[src/rtl/issue_pkg.sv]
// Shared decode helpers and state type for the in-order bundle issue controller.
// Optional stall counter in issue_ctrl is enabled by defining ISSUE_PERF_EN.
package issue_pkg;

    localparam logic [6:0] OPC_LUI    = 7'b0110111;
    localparam logic [6:0] OPC_AUIPC  = 7'b0010111;
    localparam logic [6:0] OPC_JAL    = 7'b1101111;
    localparam logic [6:0] OPC_OP     = 7'b0110011;
    localparam logic [6:0] OPC_STORE  = 7'b0100011;
    localparam logic [6:0] OPC_BRANCH = 7'b1100011;

    typedef enum logic [0:0] {
        ST_EMPTY = 1'b0,
        ST_HOLD  = 1'b1
    } state_e;

    function automatic logic [6:0] opcode_of(input logic [31:0] ins);
        return ins[6:0];
    endfunction

    function automatic logic [4:0] rd_of(input logic [31:0] ins);
        return ins[11:7];
    endfunction

    function automatic logic [4:0] rs1_of(input logic [31:0] ins);
        return ins[19:15];
    endfunction

    function automatic logic [4:0] rs2_of(input logic [31:0] ins);
        return ins[24:20];
    endfunction

    function automatic logic reads_rs1(input logic [31:0] ins);
        logic [6:0] op;
        op = opcode_of(ins);
        return !(op == OPC_LUI || op == OPC_AUIPC || op == OPC_JAL);
    endfunction

    function automatic logic reads_rs2(input logic [31:0] ins);
        logic [6:0] op;
        op = opcode_of(ins);
        return op == OPC_OP || op == OPC_STORE || op == OPC_BRANCH;
    endfunction

    function automatic logic writes_rd(input logic [31:0] ins);
        logic [6:0] op;
        op = opcode_of(ins);
        return !(op == OPC_STORE || op == OPC_BRANCH);
    endfunction

endpackage

[src/rtl/issue_scoreboard.sv]
// Per-register writeback countdown; reports registers whose result
// cannot yet be consumed by an instruction issuing this cycle.
module issue_scoreboard
    import issue_pkg::*;
#(
    parameter int NUM_LANES = 2,
    parameter int EX_LAT    = 2
) (
    input  logic                   clk,
    input  logic                   rst,
    input  logic [NUM_LANES-1:0]   set_valid_i,
    input  logic [NUM_LANES*5-1:0] set_idx_i,
    output logic [31:0]            busy_o
);

    logic [2:0]  r_cnt [32];
    logic [31:0] w_set;

    always_comb begin
        w_set = '0;
        for (int l = 0; l < NUM_LANES; l++) begin
            if (set_valid_i[l]) begin
                w_set[set_idx_i[l*5 +: 5]] = 1'b1;
            end
        end
        w_set[0] = 1'b0;
    end

    always_ff @(posedge clk or negedge rst) begin
        if (!rst) begin
            for (int r = 0; r < 32; r++) begin
                r_cnt[r] <= '0;
            end
        end else begin
            for (int r = 0; r < 32; r++) begin
                if (w_set[r]) begin
                    r_cnt[r] <= 3'(EX_LAT);
                end else if (r_cnt[r] != '0) begin
                    r_cnt[r] <= r_cnt[r] - 3'd1;
                end
            end
        end
    end

    // A count of 1 means the result lands this cycle and reaches a consumer
    // issuing now, so only larger counts block.
    always_comb begin
        for (int r = 0; r < 32; r++) begin
            busy_o[r] = r_cnt[r] > 3'd1;
        end
    end

endmodule

[src/rtl/issue_ctrl.sv]
// Holds one fetch bundle and issues its longest hazard-free in-order prefix.
// Define ISSUE_PERF_EN to add the stall_cnt_o performance counter.
module issue_ctrl
    import issue_pkg::*;
#(
    parameter int NUM_LANES  = 2,
    parameter int DATA_WIDTH = 32,
    parameter int EX_LAT     = 2
) (
    input  logic                            clk,
    input  logic                            rst,
    input  logic                            bundle_valid_i,
    input  logic [NUM_LANES*DATA_WIDTH-1:0] bundle_i,
    output logic                            bundle_ready_o,
    input  logic                            flush_i,
    output logic [NUM_LANES-1:0]            issue_valid_o,
    output logic [NUM_LANES*DATA_WIDTH-1:0] issue_instr_o,
    output logic                            stall_o
`ifdef ISSUE_PERF_EN
    ,
    output logic [31:0]                     stall_cnt_o
`endif
);

    localparam int IW = (DATA_WIDTH < 32) ? DATA_WIDTH : 32;

    state_e                          r_state;
    logic [NUM_LANES-1:0]            r_mask;
    logic [NUM_LANES*DATA_WIDTH-1:0] r_buf;

    logic [31:0]            w_ins [NUM_LANES];
    logic [31:0]            w_busy;
    logic [31:0]            w_claim;
    logic                   w_stop;
    logic                   w_haz;
    logic [NUM_LANES-1:0]   w_issue;
    logic [NUM_LANES-1:0]   w_set_vld;
    logic [NUM_LANES*5-1:0] w_set_idx;
    logic [NUM_LANES-1:0]   w_left;
    logic                   w_accept;

    always_comb begin
        for (int i = 0; i < NUM_LANES; i++) begin
            w_ins[i] = '0;
            w_ins[i][IW-1:0] = r_buf[i*DATA_WIDTH +: IW];
        end
    end

    // w_claim tracks destinations taken by older lanes issuing this cycle.
    always_comb begin
        w_issue = '0;
        w_claim = '0;
        w_stop  = 1'b0;
        w_haz   = 1'b0;
        for (int i = 0; i < NUM_LANES; i++) begin
            if (r_mask[i] && !w_stop) begin
                w_haz = (reads_rs1(w_ins[i]) &&
                         (w_busy[rs1_of(w_ins[i])] ||
                          w_claim[rs1_of(w_ins[i])])) ||
                        (reads_rs2(w_ins[i]) &&
                         (w_busy[rs2_of(w_ins[i])] ||
                          w_claim[rs2_of(w_ins[i])])) ||
                        (writes_rd(w_ins[i]) &&
                         (w_busy[rd_of(w_ins[i])] ||
                          w_claim[rd_of(w_ins[i])]));
                if (w_haz) begin
                    w_stop = 1'b1;
                end else begin
                    w_issue[i] = 1'b1;
                    if (writes_rd(w_ins[i]) && rd_of(w_ins[i]) != 5'd0) begin
                        w_claim[rd_of(w_ins[i])] = 1'b1;
                    end
                end
            end
        end
        if (r_state != ST_HOLD || flush_i) begin
            w_issue = '0;
        end
    end

    always_comb begin
        w_set_vld = '0;
        w_set_idx = '0;
        for (int i = 0; i < NUM_LANES; i++) begin
            w_set_vld[i] = w_issue[i] && writes_rd(w_ins[i]);
            w_set_idx[i*5 +: 5] = rd_of(w_ins[i]);
        end
    end

    issue_scoreboard #(
        .NUM_LANES (NUM_LANES),
        .EX_LAT    (EX_LAT)
    ) u_sb (
        .clk         (clk),
        .rst         (rst),
        .set_valid_i (w_set_vld),
        .set_idx_i   (w_set_idx),
        .busy_o      (w_busy)
    );

    always_comb begin
        if (flush_i) begin
            bundle_ready_o = 1'b0;
        end else if (r_state == ST_EMPTY) begin
            bundle_ready_o = 1'b1;
        end else begin
            bundle_ready_o = w_issue == r_mask;
        end
    end

    assign w_accept      = bundle_valid_i && bundle_ready_o;
    assign w_left        = r_mask & ~w_issue;
    assign issue_valid_o = w_issue;
    assign issue_instr_o = (r_state == ST_HOLD) ? r_buf : '0;
    assign stall_o       = (r_state == ST_HOLD) && !flush_i &&
                           (w_issue == '0);

    always_ff @(posedge clk or negedge rst) begin
        if (!rst) begin
            r_state <= ST_EMPTY;
            r_mask  <= '0;
            r_buf   <= '0;
        end else if (flush_i) begin
            r_state <= ST_EMPTY;
            r_mask  <= '0;
        end else if (w_accept) begin
            r_state <= ST_HOLD;
            r_mask  <= '1;
            r_buf   <= bundle_i;
        end else if (r_state == ST_HOLD) begin
            r_mask <= w_left;
            if (w_left == '0) begin
                r_state <= ST_EMPTY;
            end
        end
    end

`ifdef ISSUE_PERF_EN
    logic [31:0] r_stall_cnt;

    always_ff @(posedge clk or negedge rst) begin
        if (!rst) begin
            r_stall_cnt <= '0;
        end else if (stall_o) begin
            r_stall_cnt <= r_stall_cnt + 32'd1;
        end
    end

    assign stall_cnt_o = r_stall_cnt;
`endif

endmodule

[config.mk]
export PLATFORM = sky130hd
export DESIGN_NAME = issue_ctrl
export DESIGN_NICKNAME = d
export VERILOG_FILES = /design/src/rtl/issue_pkg.sv /design/src/rtl/issue_scoreboard.sv /design/src/rtl/issue_ctrl.sv
export SDC_FILE = /design/constraint.sdc
export NUM_CORES = 1
export LEC_CHECK = 0
export ABC_AREA = 1
export CAP_MARGIN = 20
export CORE_UTILIZATION = 54
export DETAILED_ROUTE_END_ITERATION = 8
export PLACE_DENSITY_LB_ADDON = 0.25
export SLEW_MARGIN = 0
export SYNTH_ARGS = -nofsm -noshare
export SYNTH_HDL_FRONTEND = slang
export SYNTH_HIERARCHICAL = 1
export SYNTH_SLANG_ARGS = --single-unit
[constraint.sdc]
create_clock -name clk -period 4.5 [get_ports clk]
set_input_delay 0.45 -clock clk [delete_from_list [all_inputs] [get_ports clk]]
set_output_delay 0.45 -clock clk [all_outputs]
set_load 0.02 [all_outputs]
==> results of run 1 <==
[synth_stat cells, drive strengths merged]
library cell and instances:
a211oi 2, a21boi 1, a21oi 100, a221o 6
a221oi 5, a31oi 2, buf 22, clkbuf 37
clkinv 6, dfrtp 163, ha 98, inv 235
mux2 15, nand2 544, nand3 125, nand3b 4
nand4 26, nor2 278, nor3 18, nor4 2
o2111ai 3, o211a 2, o211ai 5, o21a 1
o21ai 139, o21bai 2, o221ai 2, o32ai 1
xnor2 1, xor2 32
[state kept, by name, indices dropped and copies added (netlist names)]
name and flops:
r_buf 64, u_sb/r_cnt 96, r_mask 2, r_state 1
[metal layers]
metal	up-vias	GRT usage [%]	share of wire, %
li1	6480	-	-
met1	6292	44.5	41
met2	652	56.2	46
met3	112	7.20	9.1
met4	0	12.8	3.3
met5	-	0	0
[power by group through the flow]
stage | sequential [W] | clock [W] | combinational, W
after floorplan | 0.00233 | 0 | 0.00325
after global placement | 0.00241 | 0 | 0.00493
after detailed placement | 0.00245 | 0 | 0.00515
after CTS | 0.00242 | 0.00150 | 0.00528
after global routing | 0.00251 | 0.00157 | 0.00615
final | 0.00244 | 0.00149 | 0.00554
[final cells by class]
type | instances | area share [%]
well taps | 285 | 2.21
repair buffers | 295 | 17.0
flip-flops and latches | 163 | 25.3
clock inverters | 14 | 0.978
inverters | 241 | 5.69
multi-input cells | 1417 | 46.1
clock buffers | 18 | 2.72
[cells by family after synthesis]
| group | after synthesis | share of synthesized area, % |
|---|---|---|
| simple gates | 997 | 32.7 |
| buf+inv | 300 | 9.70 |
| mux | 15 | 1.34 |
| xor+xnor | 33 | 2.30 |
| fa+ha+maj | 98 | 9.76 |
| compound gates | 271 | 11.7 |
| flops | 163 | 32.5 |
[stage by stage]
stage | std cells | TNS [ps] | utilization [%] | hold WS, ps | total power, W
final | 2433 | 0 | 71.0 | 14.3 | 0.00948
after global routing | 2433 | -265 | 71.0 | 86.3 | 0.0102
after CTS | 2421 | 0 | 69.6 | 45.9 | 0.00920
after detailed placement | 2386 | -162 | 66.8 | 466 | 0.00760
after global placement | 2386 | -89.5 | 66.8 | 462 | 0.00735
after floorplan | 1877 | 0 | - | 154 | 0.00558
[how the worst min path moves through the flow]
| stage | to | cells after the start |
|---|---|---|
| 2_1_floorplan | r_buf[0] | 0 |
| 3_3_place_gp | r_buf[62] | 2 |
| 3_5_place_dp | r_buf[58] | 2 |
| 4_1_cts | u_sb/r_cnt[63] | 1 |
| 5_1_grt | u_sb/r_cnt[63] | 1 |
| 6_report | u_sb/r_cnt[63] | 1 |
[timing repair]
item,in CTS,in global routing
buffers inserted,1,8
endpoints found under the setup margin,4,124
pin swaps,2,24
gates cloned,2,4
hold buffers,0,0
gates resized for setup,22,49
==> key figures, run 1 <==
Clock network
  – Clock Path Buffers: 2
  – CTS tree: built
  – CTS sink count: 163
  – CTS buffer count: 17
  – Clock-pin slew on the worst setup and hold paths: 80 ps
  – Skew-Pair Late Insertion Delay: 450 ps
  – Root buffer cell: clkbuf_16
  – # H-tree levels: 4

Power and ir drop
  – Pwr dens: 588 mW/mm²
  – Switching share of total power: 46.5%
  – Seq pwr share: 25.8%
  – Internal cell power: 0.00508 W
  – Logic pwr share: 58.5%
  – Clock Power Share: 15.7%
  – P_leak: 8.57 nW
  – Peak VDD IR: 0.385 mV
  – Sw Pwr: 0.00440 W

Timing
  – Final worst slack: 49.9 ps
  – Worst-margin pin slew: 864 ps
  – Final hold vios: 0
  – Worst Clk Skew: 18.5 ps
  – Final period util: 98.9%
  – Tmin final: 4450 ps
  – RSZ-0062 raised after global routing: yes
  – Final setup fails: 0
  – Final slew viol count: 0
  – Max_slew headroom: 41.9%
  – Fmax: 0.225 GHz

Setup path
  – Worst R2R End: r_buf[31]
  – Kind of start point of the critical path: register
  – CP arrival: 4000 ps
  – CP Max Fanout: 6
  – Worst path depth: 26
  – Cell class contributing the biggest share of worst-path delay: simple AND/OR/NAND/NOR gates
  – Slowest-stage cell, CP: dfrtp_1
  – Reg2Reg Depth: 32
  – Critical Path Max Stage Delay: 390 ps
  – Worst r2r src: u_sb/r_cnt[79]
  – CP required: 4050 ps
  – Setup crit end kind: primary output
  – Critical path startpoint: u_sb/r_cnt[79]
  – Buffers & Inverters on Critical Path: 5
  – Crit Path Category: reg2out
  – FF-to-FF setup slack: 110 ps
  – Worst Setup EP: bundle_ready_o

Flow run
  – Max_cap viols: 0

Layout
  – Final Instance Area: 0.0161 mm²
  – Nets@finish: 2301
  – # diodes: 0
  – Most frequent cells in the layout: nand2_1 (534), nor2_1 (253), inv_1 (222)
  – Footprint of the multi-input gates: 0.00743 mm²
  – Fillers: 1877
  – Commonest non-fill, non-tap cell in the layout: nand2_1
  – Layout cell share with drive strength beyond 1: 12.8%
  – Area growth syn-to-layout: 28.4%
  – Register Area: 0.00408 mm²

Global route
  – Pin count of the biggest net entering global routing: 79
  – First-pass GRT wire length: 64.1 mm
  – Grt ovf: 0
  – Initial antenna violation count: 0
  – Vias in the first global route: 12873
  – GRT Overall Usage: 34.2%

Floorplanning
  – Die X-Extent: 155 µm
  – Vert. Die Dim: 155 µm
  – Starting Density: 55.3%
  – # rows: 55
  – Num ports: 136
  – Die area: 0.0239 mm²
  – Core area: 0.0227 mm²

Routing
  – Initial DRC count: 1501
  – Mean routed wirelength per cell: 16.8 µm
  – Vias: 13536
  – DRC viols: 0
  – Via density: 5.56
  – Antenna viol nets, final: 0
  – Drt total wl: 40.9 mm
  – Pre-antenna DRT Iters: 6

Synth
  – Syn_nets: 2043
  – Gate Count Post-Synth: 1877
  – Top cells by area, synth: dfrtp_1 (32%), nand2_1 (16%), ha_1 (9.8%)
  – Avg Inst Size Synth: 6.69 µm²
  – Syn. warnings: 6
  – Share of Yosys cell area claimed by the top area cell type: 32.5%
  – Yosys reg bits: 163
  – Area leader, netlist: dfrtp_1
  – Synth Cell Area: 0.0126 mm²
  – Synth cell types: 41
  – Seq/Total Area, Yosys: 32.5%

Hold path
  – Hold Crit Class: in2async

Status
  – Outcome: finished, final reports clean

Place
  – Placed Area: 0.0152 mm²
  – DP HPWL: 30.1 mm
  – Routability cong.: 1.03
  – PortBufs: 135
  – Place WS: -162 ps
No activity file was read; power rests on OpenSTA's default activity.
==> run 2, diff against run 1 <==
- clock period: 4.5 -> 5.2 ns (I/O delays scaled with it)
==> key figures, run 2 (same netlist as run 1, synthesis figures left out) <==
Layout
  – Fillers: 2033 (+8.3%)
  – Most frequent cells in the layout: nand2_1 (538), nor2_1 (263), inv_1 (224)
  – Nets@finish: 2199 (-4.4%)
  – Leading registers by flop count: u_sb/r_cnt x96, r_buf x64, r_mask x2
  – Register Area: 0.00408 mm² (unchanged)
  – Footprint of the multi-input gates: 0.00728 mm² (-2.1%)
  – Biggest register: u_sb/r_cnt
  – Final core utilization: 66.4% (-4.6 points)
  – Largest register FFs: 96 (unchanged)
  – Final Instance Area: 0.0151 mm² (-6.4%)
  – Layout cell share with drive strength beyond 1: 7.18% (-5.6 points)
  – Commonest non-fill, non-tap cell in the layout: nand2_1
  – Area growth syn-to-layout: 20.1%
  – # diodes: 0 (unchanged)

Status
  – Outcome: finished, final reports clean

Timing
  – Worst-margin pin slew: 1210 ps (+350 ps)
  – Final setup fails: 0 (unchanged)
  – Max_slew headroom: 18.8% (-23 points)
  – Fin Setup TNS: 0 ps (unchanged)
  – Final hold vios: 0 (unchanged)
  – Worst Hold Slack: 68.0 ps (+53.6 ps)
  – Final period util: 93.8%
  – RSZ-0062 raised after global routing: no
  – Fmax: 0.205 GHz
  – Tmin final: 4880 ps
  – Worst Clk Skew: 20.5 ps (+2.02 ps)
  – Final slew viol count: 0 (unchanged)

Floorplanning
  – Vert. Die Dim: 155 µm (unchanged)
  – # rows: 55 (unchanged)
  – Starting Density: 55.3% (unchanged)
  – Die area: 0.0239 mm² (unchanged)
  – Core area: 0.0227 mm² (unchanged)
  – Num ports: 136 (unchanged)
  – Die X-Extent: 155 µm (unchanged)

Routing
  – DRC viols: 0 (unchanged)
  – Antenna viol nets, final: 0 (unchanged)
  – Vias: 13072 (-3.4%)
  – Routed wl met3: 3.64 mm (-1.9%)
  – Wl on met1: 16.5 mm (-2.5%)
  – Via density: 5.61 (+0.80%)
  – Initial DRC count: 1371 (-8.7%)
  – Top sig layer: met4
  – Pre-antenna DRT Iters: 8 (+2)
  – Met2 wire len: 17.9 mm (-5.5%)
  – Drt total wl: 39.0 mm (-4.8%)
  – Mean routed wirelength per cell: 16.7 µm (-0.66%)

Setup path
  – Setup crit end kind: primary output
  – Most used cell, CP: nand2_1
  – Kind of start point of the critical path: register
  – CP arrival: 4360 ps (+360 ps)
  – Slowest-stage cell, CP: o21ai_1
  – CP Max Fanout: 29 (+23)
  – Crit Path Category: reg2out
  – CP required: 4680 ps (+630 ps)
  – Critical Path Max Stage Delay: 570 ps (+180 ps)

Clock network
  – Cts hold-fix bufs: 0 (unchanged)
  – CTS tree: built
  – CTS buffer count: 17 (unchanged)
  – Root buffer cell: clkbuf_16
  – Skew-Pair Late Insertion Delay: 450 ps (about the same)
  – Clock-pin slew on the worst setup and hold paths: 80 ps (about the same)
  – Clock Path Buffers: 2 (unchanged)
  – # H-tree levels: 4 (unchanged)
  – CTS sink count: 163 (unchanged)

Global route
  – Grt ovf: 0 (unchanged)
  – Vias in the first global route: 12219 (-5.1%)
  – First-pass GRT wire length: 62.4 mm (-2.8%)
  – Initial antenna violation count: 0 (unchanged)
  – Pin count of the biggest net entering global routing: 72 (-8.9%)
  – GRT Overall Usage: 33.1% (-1.1 points)

Flow run
  – Max_cap viols: 0 (unchanged)

Place
  – PortBufs: 135 (unchanged)
  – Placed Area: 0.0145 mm² (-4.7%)
  – DP HPWL: 28.8 mm (-4.0%)
  – Routability cong.: 1.04 (+0.45%)

Hold path
  – Hold Crit Class: in2async

Power and ir drop
  – Peak VDD IR: 0.260 mV (-32%)
  – P_leak: 8.01 nW (-6.5%)
  – Pwr dens: 505 mW/mm² (-14%)
-- run 2: cell count changes in the layout (fill, tap and decap cells not counted), moves of 4 or more --
| cell | delta |
|---|---|
| buf_12 | -5 |
| buf_4 | -88 |
| nand2_1 | +4 |
| nor2_1 | +10 |
| nor2_2 | -8 |
| nor2_4 | -5 |
| o21ai_0 | +6 |
| o21ai_1 | -5 |
-- run 2: critical path: cells and delay by family, from the launching register on --
| kind | cells | cell delay, ps |
|---|---|---|
| flip-flops | 1 | 360 |
| AO/OA/AOI/OAI | 2 | 760 |
| AND/OR/NAND/NOR | 20 | 1860 |
| buffers and inverters | 4 | 470 |
| adder cells (fa/ha/maj) | 2 | 460 |
-- run 2: what timing repair did --
action	4_1_cts	5_1_grt
pin swaps	0	0
setup buffers	0	0
gates resized for setup	13	5
endpoints found under the setup margin	1	1
-- run 2: layer usage --
metal | up-vias | GRT usage, %
met5 | - | 0
met3 | 89 | 5.55
met2 | 640 | 53.7
met4 | 0 | 11.1
li1 | 6287 | -
met1 | 6056 | 44.9
-- run 2: per-stage QoR --
| stage | setup slack [ps] | power, W | std cells |
|---|---|---|---|
| floorplan | 1030 | 0.00483 | 1877 |
| global placement | 248 | 0.00601 | 2298 |
| detailed placement | 167 | 0.00619 | 2298 |
| CTS | 2.37 | 0.00752 | 2330 |
| global route | 79.4 | 0.00825 | 2331 |
| finish | 324 | 0.00762 | 2331 |
-- run 2: worst paths after layout --
kind                                 from             end  slack (ps)  cells after the start
max reg2reg                u_sb/r_cnt[85]  u_sb/r_cnt[59]         670                     28
max in group asynchronous             rst       r_buf[39]        4000                      2
min in group clk                r_buf[59]       r_buf[59]         480                      2
min reg2reg                     r_buf[59]       r_buf[59]         480                      2
max                        u_sb/r_cnt[85]  bundle_ready_o         320                     28
min                                   rst  u_sb/r_cnt[68]          70                      1
-- run 2: area by class of cell --
cell class,count,area share (%)
multi-input combinational,1414,48.3
sequential,163,27.0
timing repair buffer,196,12.4
inverter,241,6.01
clock buffer,18,2.84
tap,285,2.36
clock inverter,14,1.06
-- run 2: power breakdown --
part	switching [W]	internal, W
sequential	0.000395	0.00175
clock	0.000617	0.000645
combinational	0.00262	0.00160
total	0.00363	0.00399
